`src/rtl/uart_memory_dumper.sv`:
```
// Streams a range of 32-bit words from a synchronous memory read port out over an 8N1 UART,
// most-significant byte first. Optional trailing checksum frame: define UART_DUMP_CHECKSUM_EN.
module uart_memory_dumper #(
    parameter int unsigned CLKS_PER_BIT = 868,
    parameter int unsigned ADDR_WIDTH   = 14
) (
    input  logic                  iFpgaClock,
    input  logic                  iFpgaReset,
    input  logic                  iStartDump,
    input  logic [ADDR_WIDTH-1:0] iStartAddress,
    input  logic [ADDR_WIDTH:0]   iWordCount,
    output logic [ADDR_WIDTH-1:0] oMemAddress,
    input  logic [31:0]           iMemData,
    output logic                  oFpgaUartToPc,
    output logic                  oBusy,
    output logic                  oDone
);

    localparam int unsigned CntW = $clog2(CLKS_PER_BIT);
    localparam logic [CntW-1:0] CntMax = CntW'(CLKS_PER_BIT - 1);
    localparam logic [CntW-1:0] CntOne = CntW'(1);
    localparam logic [ADDR_WIDTH-1:0] AddrOne = ADDR_WIDTH'(1);
    localparam logic [ADDR_WIDTH:0] WordOne = (ADDR_WIDTH + 1)'(1);

    typedef enum logic [2:0] {
        StIdle,
        StFetch,
        StCapture,
        StStart,
        StData,
        StStop,
        StDone
    } state_e;

    state_e                state_q, state_d;
    logic [CntW-1:0]       cnt_q, cnt_d;
    logic [2:0]            bit_idx_q, bit_idx_d;
    logic [1:0]            byte_idx_q, byte_idx_d;
    logic [31:0]           shift_q, shift_d;
    logic [ADDR_WIDTH:0]   words_left_q, words_left_d;
    logic [ADDR_WIDTH-1:0] addr_q, addr_d;
    logic                  tx_q, tx_d;
    logic                  busy_q, busy_d;
    logic                  done_q, done_d;
    logic [7:0]            cur_byte;
    logic                  tick;
`ifdef UART_DUMP_CHECKSUM_EN
    logic [7:0]            sum_q, sum_d;
    logic                  sum_phase_q, sum_phase_d;
`endif

    assign tick = (cnt_q == '0);

    always_comb begin
        cur_byte = shift_q[{byte_idx_q, 3'b000} +: 8];
`ifdef UART_DUMP_CHECKSUM_EN
        if (sum_phase_q) begin
            cur_byte = sum_q;
        end
`endif
    end

    always_comb begin
        state_d      = state_q;
        cnt_d        = CntMax;
        bit_idx_d    = bit_idx_q;
        byte_idx_d   = byte_idx_q;
        shift_d      = shift_q;
        words_left_d = words_left_q;
        addr_d       = addr_q;
        busy_d       = busy_q;
        done_d       = 1'b0;
        tx_d         = 1'b1;
`ifdef UART_DUMP_CHECKSUM_EN
        sum_d        = sum_q;
        sum_phase_d  = sum_phase_q;
`endif

        // The line register follows the state by one cycle, which places the start bit
        // three edges after acceptance and keeps oDone aligned with the end of the last stop bit.
        unique case (state_q)
            StStart: tx_d = 1'b0;
            StData:  tx_d = cur_byte[bit_idx_q];
            default: tx_d = 1'b1;
        endcase

        unique case (state_q)
            StIdle: begin
                if (iStartDump) begin
                    busy_d       = 1'b1;
                    addr_d       = iStartAddress;
                    words_left_d = iWordCount;
`ifdef UART_DUMP_CHECKSUM_EN
                    sum_d        = 8'h00;
                    sum_phase_d  = 1'b0;
`endif
                    if (iWordCount != '0) begin
                        state_d = StFetch;
                    end else begin
`ifdef UART_DUMP_CHECKSUM_EN
                        sum_phase_d = 1'b1;
                        state_d     = StStart;
`else
                        state_d     = StDone;
`endif
                    end
                end
            end
            StFetch: state_d = StCapture;
            StCapture: begin
                shift_d    = iMemData;
                byte_idx_d = 2'd3;
                state_d    = StStart;
            end
            StStart: begin
                if (tick) begin
                    bit_idx_d = 3'd0;
                    state_d   = StData;
                end else begin
                    cnt_d = cnt_q - CntOne;
                end
            end
            StData: begin
                if (tick) begin
                    if (bit_idx_q == 3'd7) begin
                        state_d = StStop;
                    end else begin
                        bit_idx_d = bit_idx_q + 3'd1;
                    end
                end else begin
                    cnt_d = cnt_q - CntOne;
                end
            end
            StStop: begin
                if (tick) begin
`ifdef UART_DUMP_CHECKSUM_EN
                    if (!sum_phase_q) begin
                        sum_d = sum_q + cur_byte;
                    end
                    if (sum_phase_q) begin
                        state_d = StDone;
                    end else
`endif
                    if (byte_idx_q != 2'd0) begin
                        byte_idx_d = byte_idx_q - 2'd1;
                        state_d    = StStart;
                    end else if (words_left_q > WordOne) begin
                        words_left_d = words_left_q - WordOne;
                        addr_d       = addr_q + AddrOne;
                        state_d      = StFetch;
                    end else begin
`ifdef UART_DUMP_CHECKSUM_EN
                        sum_phase_d = 1'b1;
                        state_d     = StStart;
`else
                        state_d     = StDone;
`endif
                    end
                end else begin
                    cnt_d = cnt_q - CntOne;
                end
            end
            StDone: begin
                done_d  = 1'b1;
                busy_d  = 1'b0;
                state_d = StIdle;
`ifdef UART_DUMP_CHECKSUM_EN
                sum_phase_d = 1'b0;
`endif
            end
            default: state_d = StIdle;
        endcase
    end

    always_ff @(posedge iFpgaClock) begin
        if (iFpgaReset) begin
            state_q      <= StIdle;
            cnt_q        <= CntMax;
            bit_idx_q    <= 3'd0;
            byte_idx_q   <= 2'd0;
            shift_q      <= 32'h0;
            words_left_q <= '0;
            addr_q       <= '0;
            tx_q         <= 1'b1;
            busy_q       <= 1'b0;
            done_q       <= 1'b0;
`ifdef UART_DUMP_CHECKSUM_EN
            sum_q        <= 8'h00;
            sum_phase_q  <= 1'b0;
`endif
        end else begin
            state_q      <= state_d;
            cnt_q        <= cnt_d;
            bit_idx_q    <= bit_idx_d;
            byte_idx_q   <= byte_idx_d;
            shift_q      <= shift_d;
            words_left_q <= words_left_d;
            addr_q       <= addr_d;
            tx_q         <= tx_d;
            busy_q       <= busy_d;
            done_q       <= done_d;
`ifdef UART_DUMP_CHECKSUM_EN
            sum_q        <= sum_d;
            sum_phase_q  <= sum_phase_d;
`endif
        end
    end

    assign oMemAddress   = addr_q;
    assign oFpgaUartToPc = tx_q;
    assign oBusy         = busy_q;
    assign oDone         = done_q;

endmodule

```
`config.mk`:
```
export PLATFORM = sky130hd
export DESIGN_NAME = uart_memory_dumper
export DESIGN_NICKNAME = d
export VERILOG_FILES = /design/src/rtl/uart_memory_dumper.sv
export SDC_FILE = /design/constraint.sdc
export NUM_CORES = 1
export LEC_CHECK = 0
export ABC_AREA = 1
export CELL_PAD_IN_SITES_DETAIL_PLACEMENT = 2
export CELL_PAD_IN_SITES_GLOBAL_PLACEMENT = 2
export CORE_ASPECT_RATIO = 0.7
export CORE_MARGIN = 2
export CORE_UTILIZATION = 30
export DETAILED_ROUTE_END_ITERATION = 10
export GPL_ROUTABILITY_DRIVEN = 1
export PLACE_DENSITY_LB_ADDON = 0.05
export RECOVER_POWER = 100
export SKIP_LAST_GASP = 1
export SYNTH_ARGS = -nofsm -noshare
export SYNTH_HDL_FRONTEND = slang
export SYNTH_SLANG_ARGS = --single-unit
```
`constraint.sdc`:
```
create_clock -name iFpgaClock -period 2.79 [get_ports iFpgaClock]
set_clock_uncertainty 0.05 [all_clocks]
set_input_delay 0.558 -clock iFpgaClock [delete_from_list [all_inputs] [get_ports iFpgaClock]]
set_output_delay 0.558 -clock iFpgaClock [all_outputs]
set_load 0.02 [all_outputs]
```
Yosys cells after proc, flatten, opt, wreduce, memory -nomap -nowiden
Cells that the tools add are included.

storage, ports and cells
  logic and storage cells = 82
  register bits = 82
  output and inout bits = 17
  bits of input ports = 64

cells by class
  muxes and demuxes = 32
  reductions and logical operators = 15
  shift operators = 1
  order comparisons = 2
  bitwise logic cells = 1
  $add $sub $neg = 5
  eq/ne operators = 16

operators by type and width
  operator                                                                      count
  15-bit 2-to-1 mux                                                             4
  14-bit 2-to-1 mux                                                             4
  3-bit 2-to-1 mux                                                              11
  32-bit by 6-bit variable part select with 8-bit output                        1
  15-bit one-hot mux with 2 select lines                                        1
  14-bit one-hot mux with 2 select lines                                        1
  2-bit != test, second input constant                                          9
  3-bit one-hot mux with 6 select lines                                         1
  15-bit by 1-bit > comparator with 1-bit output, second input constant         1
  15-bit nonzero test                                                           1
  15-bit by 1-bit subtractor with 15-bit output, second input constant          1
  14-bit by 1-bit adder with 14-bit output, second input constant               1
  3-bit == test, second input constant                                          4
  10-bit logical NOT                                                            1
  5-bit AND reduction                                                           2
  2-bit nonzero test                                                            5
  10-bit by 1-bit subtractor with 10-bit output, second input constant          1
  3-bit by 2-bit == test with 1-bit output, second input constant               2
  3-bit one-hot mux with 2 select lines                                         1
  3-bit OR reduction                                                            2
  3-bit by 4-bit less-than comparator with 1-bit output, second input constant  1
  2-bit 2-to-1 mux                                                              2
  1-bit one-hot mux with 2 select lines                                         2
  2-bit one-hot mux with 2 select lines                                         1
  other kinds (10)                                                              12

Logic depth before layout (Yosys ltp)
  depth after elaboration = 5
  gate-level depth with buffers = 12

Least setup slack after synthesis
No wires, ideal clock.

  kind = flip-flop to flip-flop
  start point = reg byte_idx_q[0]
  end point = reg addr_q[12] (netlist: oMemAddress[12])
  slack = 0.896 ns
  arrival = 1.731 ns
  period minus slack after synthesis = 1.894 ns
  library setup time = 0.113 ns
  stages on the path, launching flop included = 12
  path through = dfxtp_1 buf_2 clkinv_1 clkbuf_1 ha_1 nand3_1 nand2_1 nand2_1 buf_4 buf_6 nor2_1 nor2_1

between the ends
  word-level cells in the longest chain between the ends = 3

ends and longest elaborated chain
  what                                  RTL line  text
  start: declaration                    38        logic [1:0] byte_idx_q, byte_idx_d;
  start signal: assignment              195       byte_idx_q <= byte_idx_d;
  2-bit nonzero test                    144       if (byte_idx_q != 2'd0) begin
  2-bit != test (no source line)        n/a
  5-bit AND reduction (no source line)  n/a
  end signal: assignment                198       addr_q <= addr_d;
  end: declaration                      41        logic [ADDR_WIDTH-1:0] addr_q, addr_d;

No other way between the ends.
A chain may end at the register's enable or synchronous reset.

Final worst setup path
  start point = reg cnt_q[0]
  end point = reg words_left_q[4]

between the ends
  word-level cells in the longest chain between the ends = 3

ends and longest elaborated chain
  what                                  RTL line  text
  start: declaration                    36        logic [CntW-1:0] cnt_q, cnt_d;
  start signal: assignment              178       cnt_q <= CntMax;
  start signal: assignment              193       cnt_q <= cnt_d;
  10-bit logical NOT                    52        assign tick = (cnt_q == '0);
  2-bit != test (no source line)        n/a
  5-bit AND reduction (no source line)  n/a
  end signal: assignment                197       words_left_q <= words_left_d;
  end: declaration                      40        logic [ADDR_WIDTH:0] words_left_q, words_left_d;

No other way between the ends.

==> impl_results.rst <==
.. list-table::
   :header-rows: 1

   * - Metric
     - Value
   * - Outcome
     - finished clean
   * - Congestion Overflow GR
     - 0
   * - Standard cell core area
     - 0.01486 mm2
   * - DRC
     - 0
   * - Buffers on Ports
     - 80
   * - Height of the die
     - 107.8 um
   * - Largest cells by area after synthesis
     - sky130_fd_sc_hd__dfxtp_1, sky130_fd_sc_hd__nand2_1, sky130_fd_sc_hd__nor2_1
   * - Number of distinct library cells after synthesis
     - 29
   * - I/O pin total
     - 81
   * - Final period util
     - 0.8684
   * - Critical Path RT
     - 2.98 ns
   * - Leakage Power
     - 2.660 nW
   * - Util after Layout
     - 0.3961
   * - Peak supply drop
     - 0.3409 mV
   * - Power Total
     - 0.005121 W
   * - Sequence of cells on the critical path
     - inv_1 > ha_1 > nand3_1 > nor2_1 > nand3_1 > a21boi_0 > clkbuf_1 > nand3_1 > nand2_1 > nor2_1
   * - Initial antenna violation count
     - 0
   * - Most common cell after layout, fill and taps aside
     - sky130_fd_sc_hd__nand2_1
   * - Detailed-route vias per instance
     - 4.899
   * - Worst Hold Class
     - register to register
   * - Avg Synthesized Cell Area
     - 6.018 um2
   * - Diode count
     - 0
   * - CTS tree
     - yes
   * - Number of buffers created by CTS
     - 9
   * - Clock transition at the registers of the reported paths
     - 0.07 ns
   * - Peak fanout along the critical path
     - 10
   * - Worst Max-Slew Pin Slew
     - 0.8143 ns
   * - Share of cells above drive strength 1
     - 0.04389
   * - Setup repair after global routing missed its margin
     - false
   * - DR iter-0 viols
     - 145
   * - TritonCTS Sinks
     - 82
   * - Combined global-route utilization of all metal layers
     - 0.2138
   * - Hold slack
     - 0.3818 ns
   * - Global-route wire length before repair
     - 28240 um
   * - Final setup viols
     - 0
   * - Number of maximum-capacitance violations
     - 0
   * - Initial core utilization
     - 0.3106
   * - Standard-cell row count
     - 37
   * - Cell type of the slowest stage on the worst timing path
     - sky130_fd_sc_hd__clkbuf_1
   * - Most area-hungry cell type in the Yosys netlist
     - sky130_fd_sc_hd__dfxtp_1
   * - Root Buffer Master
     - sky130_fd_sc_hd__clkbuf_16
   * - Post-synthesis register bit count
     - 82
   * - Crit path launch type
     - register
   * - Count of H-tree levels built during CTS
     - 3
   * - Total negative slack
     - 0 ns
   * - Width of the die
     - 152.3 um
   * - Final Max Tran Viols
     - 0
   * - Crit path DAT
     - 2.61 ns
   * - Fin crit period
     - 2.423 ns
   * - Post-DR wirelength/cell
     - 16.30 um
   * - Via count of the first global-routing pass
     - 5609
   * - Syn nets
     - 838
   * - DRT antenna net count
     - 0
   * - Synthesis-to-layout area growth
     - 27.54%
   * - Synth Cell Area
     - 0.004616 mm2
   * - Hold bufs inserted after CTS
     - 0
   * - CP Capture Type
     - register
   * - Setup slack after layout
     - 0.3671 ns
   * - Cell repeated most along the worst path
     - sky130_fd_sc_hd__nand3_1
   * - Part of the Yosys area used for sequential elements
     - 0.3557
   * - Pwr/cell area
     - 870.0 mW/mm2
   * - Clock latency reported for the late side of the worst-skew pair
     - 0.35 ns
   * - Buffers from clock root to sink, at most
     - 2
   * - Routed WL
     - 16920 um
   * - Number of hold violations in the final report
     - 0
   * - Number of nets in the finished design
     - 909
   * - Die outline area
     - 0.01641 mm2
   * - Cell count after synthesis
     - 767
   * - Relative max-transition margin
     - 0.4529
   * - Number of iterations in the first detailed-routing pass
     - 6
   * - Synth Warn #
     - 0
   * - Setup bufs post-CTS
     - 0
   * - Maximum operating frequency
     - 412.7 MHz
   * - Final estimated routing congestion in global placement
     - 0.7559
   * - Share of the synthesized area in the top cell type
     - 0.3557
   * - Post-placement worst setup slack
     - 0.4029 ns
   * - Maximum number of pins on one net before global-route repair
     - 54
   * - Number of vias after detailed routing
     - 5085
   * - Commonest cells after routing, fill and taps aside
     - sky130_fd_sc_hd__nand2_1, sky130_fd_sc_hd__nor2_1, sky130_fd_sc_hd__dfxtp_1, sky130_fd_sc_hd__nand3_1, sky130_fd_sc_hd__clkdlybuf4s50_1
   * - Dpl hpwl
     - 12270 um
   * - Type of the setup path with the least slack
     - register to register
   * - Post-cts gate resize count
     - 0
   * - Largest stage delay, worst path
     - 0.50 ns
-- critical path: cells and delay by family, from the launching register on --
| kind | cells | cell delay, ns |
|---|---|---|
| buf+inv | 2 | 0.57 |
| fa+ha+maj | 1 | 0.20 |
| simple gates | 6 | 0.85 |
| flops | 1 | 0.34 |
| compound gates | 1 | 0.30 |
-- worst paths after layout --
kind / cells after the start / slack, ns / from / end
worst max-delay path: 10 / 0.37 / cnt_q[0] / words_left_q[4]
worst min register to register: 1 / 0.38 / cnt_q[0] / cnt_q[0]
worst max register to register: 10 / 0.37 / cnt_q[0] / words_left_q[4]
worst min-delay path: 1 / 0.38 / cnt_q[0] / cnt_q[0]
-- cell usage after synthesis --
cell type / count
sky130_fd_sc_hd__inv_1: 58
sky130_fd_sc_hd__xor2_1: 6
sky130_fd_sc_hd__nor3_2: 1
sky130_fd_sc_hd__nand4_1: 5
sky130_fd_sc_hd__buf_1: 4
sky130_fd_sc_hd__a21boi_2: 1
sky130_fd_sc_hd__buf_2: 7
sky130_fd_sc_hd__nand2_1: 234
sky130_fd_sc_hd__ha_1: 7
sky130_fd_sc_hd__o22ai_1: 1
sky130_fd_sc_hd__buf_6: 2
sky130_fd_sc_hd__clkbuf_1: 18
sky130_fd_sc_hd__clkinv_1: 1
sky130_fd_sc_hd__mux2i_1: 1
sky130_fd_sc_hd__nor2_2: 1
sky130_fd_sc_hd__nand3_1: 65
sky130_fd_sc_hd__or2_2: 3
sky130_fd_sc_hd__nand3b_1: 2
sky130_fd_sc_hd__a21oi_1: 21
sky130_fd_sc_hd__xnor2_1: 4
sky130_fd_sc_hd__o31ai_1: 1
sky130_fd_sc_hd__nor2_4: 3
sky130_fd_sc_hd__o21ai_0: 54
sky130_fd_sc_hd__buf_4: 1
sky130_fd_sc_hd__nor2_1: 174
sky130_fd_sc_hd__dfxtp_1: 82
sky130_fd_sc_hd__and2_1: 1
sky130_fd_sc_hd__inv_2: 3
sky130_fd_sc_hd__nor3_1: 6
-- state kept, by name (all words and copies together), names as in the netlist --
signal / flops
bit_idx_q: 3
byte_idx_q: 2
cnt_q: 10
oBusy: 1
oDone: 1
oFpgaUartToPc: 1
oMemAddress: 14
shift_q: 32
state_q: 3
words_left_q: 15
-- metrics by stage --
step / instance area, um2 / instances
floorplan: 4616 / 767
detailed placement: 5615 / 1022
CTS: 5903 / 1038
global placement: 5615 / 1022
global route: 5887 / 1038
finish: 5887 / 1038
-- kinds of logic after synthesis --
family / synth area share
AOI/OAI and AO/OA: 0.08675
xor gates and xnor gates: 0.01897
adders and majority gates: 0.01897
buffers and inverters: 0.08240
DFF: 0.3557
muxes: 0.002169
and+or+nand+nor: 0.4351
-- layer usage --
layer  track usage  vias up  share of wire
met5             0        -              0
met1        0.2879     2478           0.51
li1              -     2535              -
met4       0.05407        0          0.012
met3       0.03462       14          0.023
met2        0.3588       58           0.46
-- layout make-up --
class	count	area (um2)
clock buffer	10	239.0
multi-input combinational	591	2590
tap	195	244.0
inverter	62	232.7
sequential	82	1642
fill	1832	8974
clock inverter	6	48.80
timing repair buffer	92	890.9
-- power breakdown --
part           switching, W  internal (W)  total, W
Sequential         0.000310       0.00150   0.00181
Combinational       0.00137      0.000761   0.00214
Clock              0.000541      0.000638   0.00118
Total               0.00223       0.00290   0.00512
(Power assumes the default switching activity.)
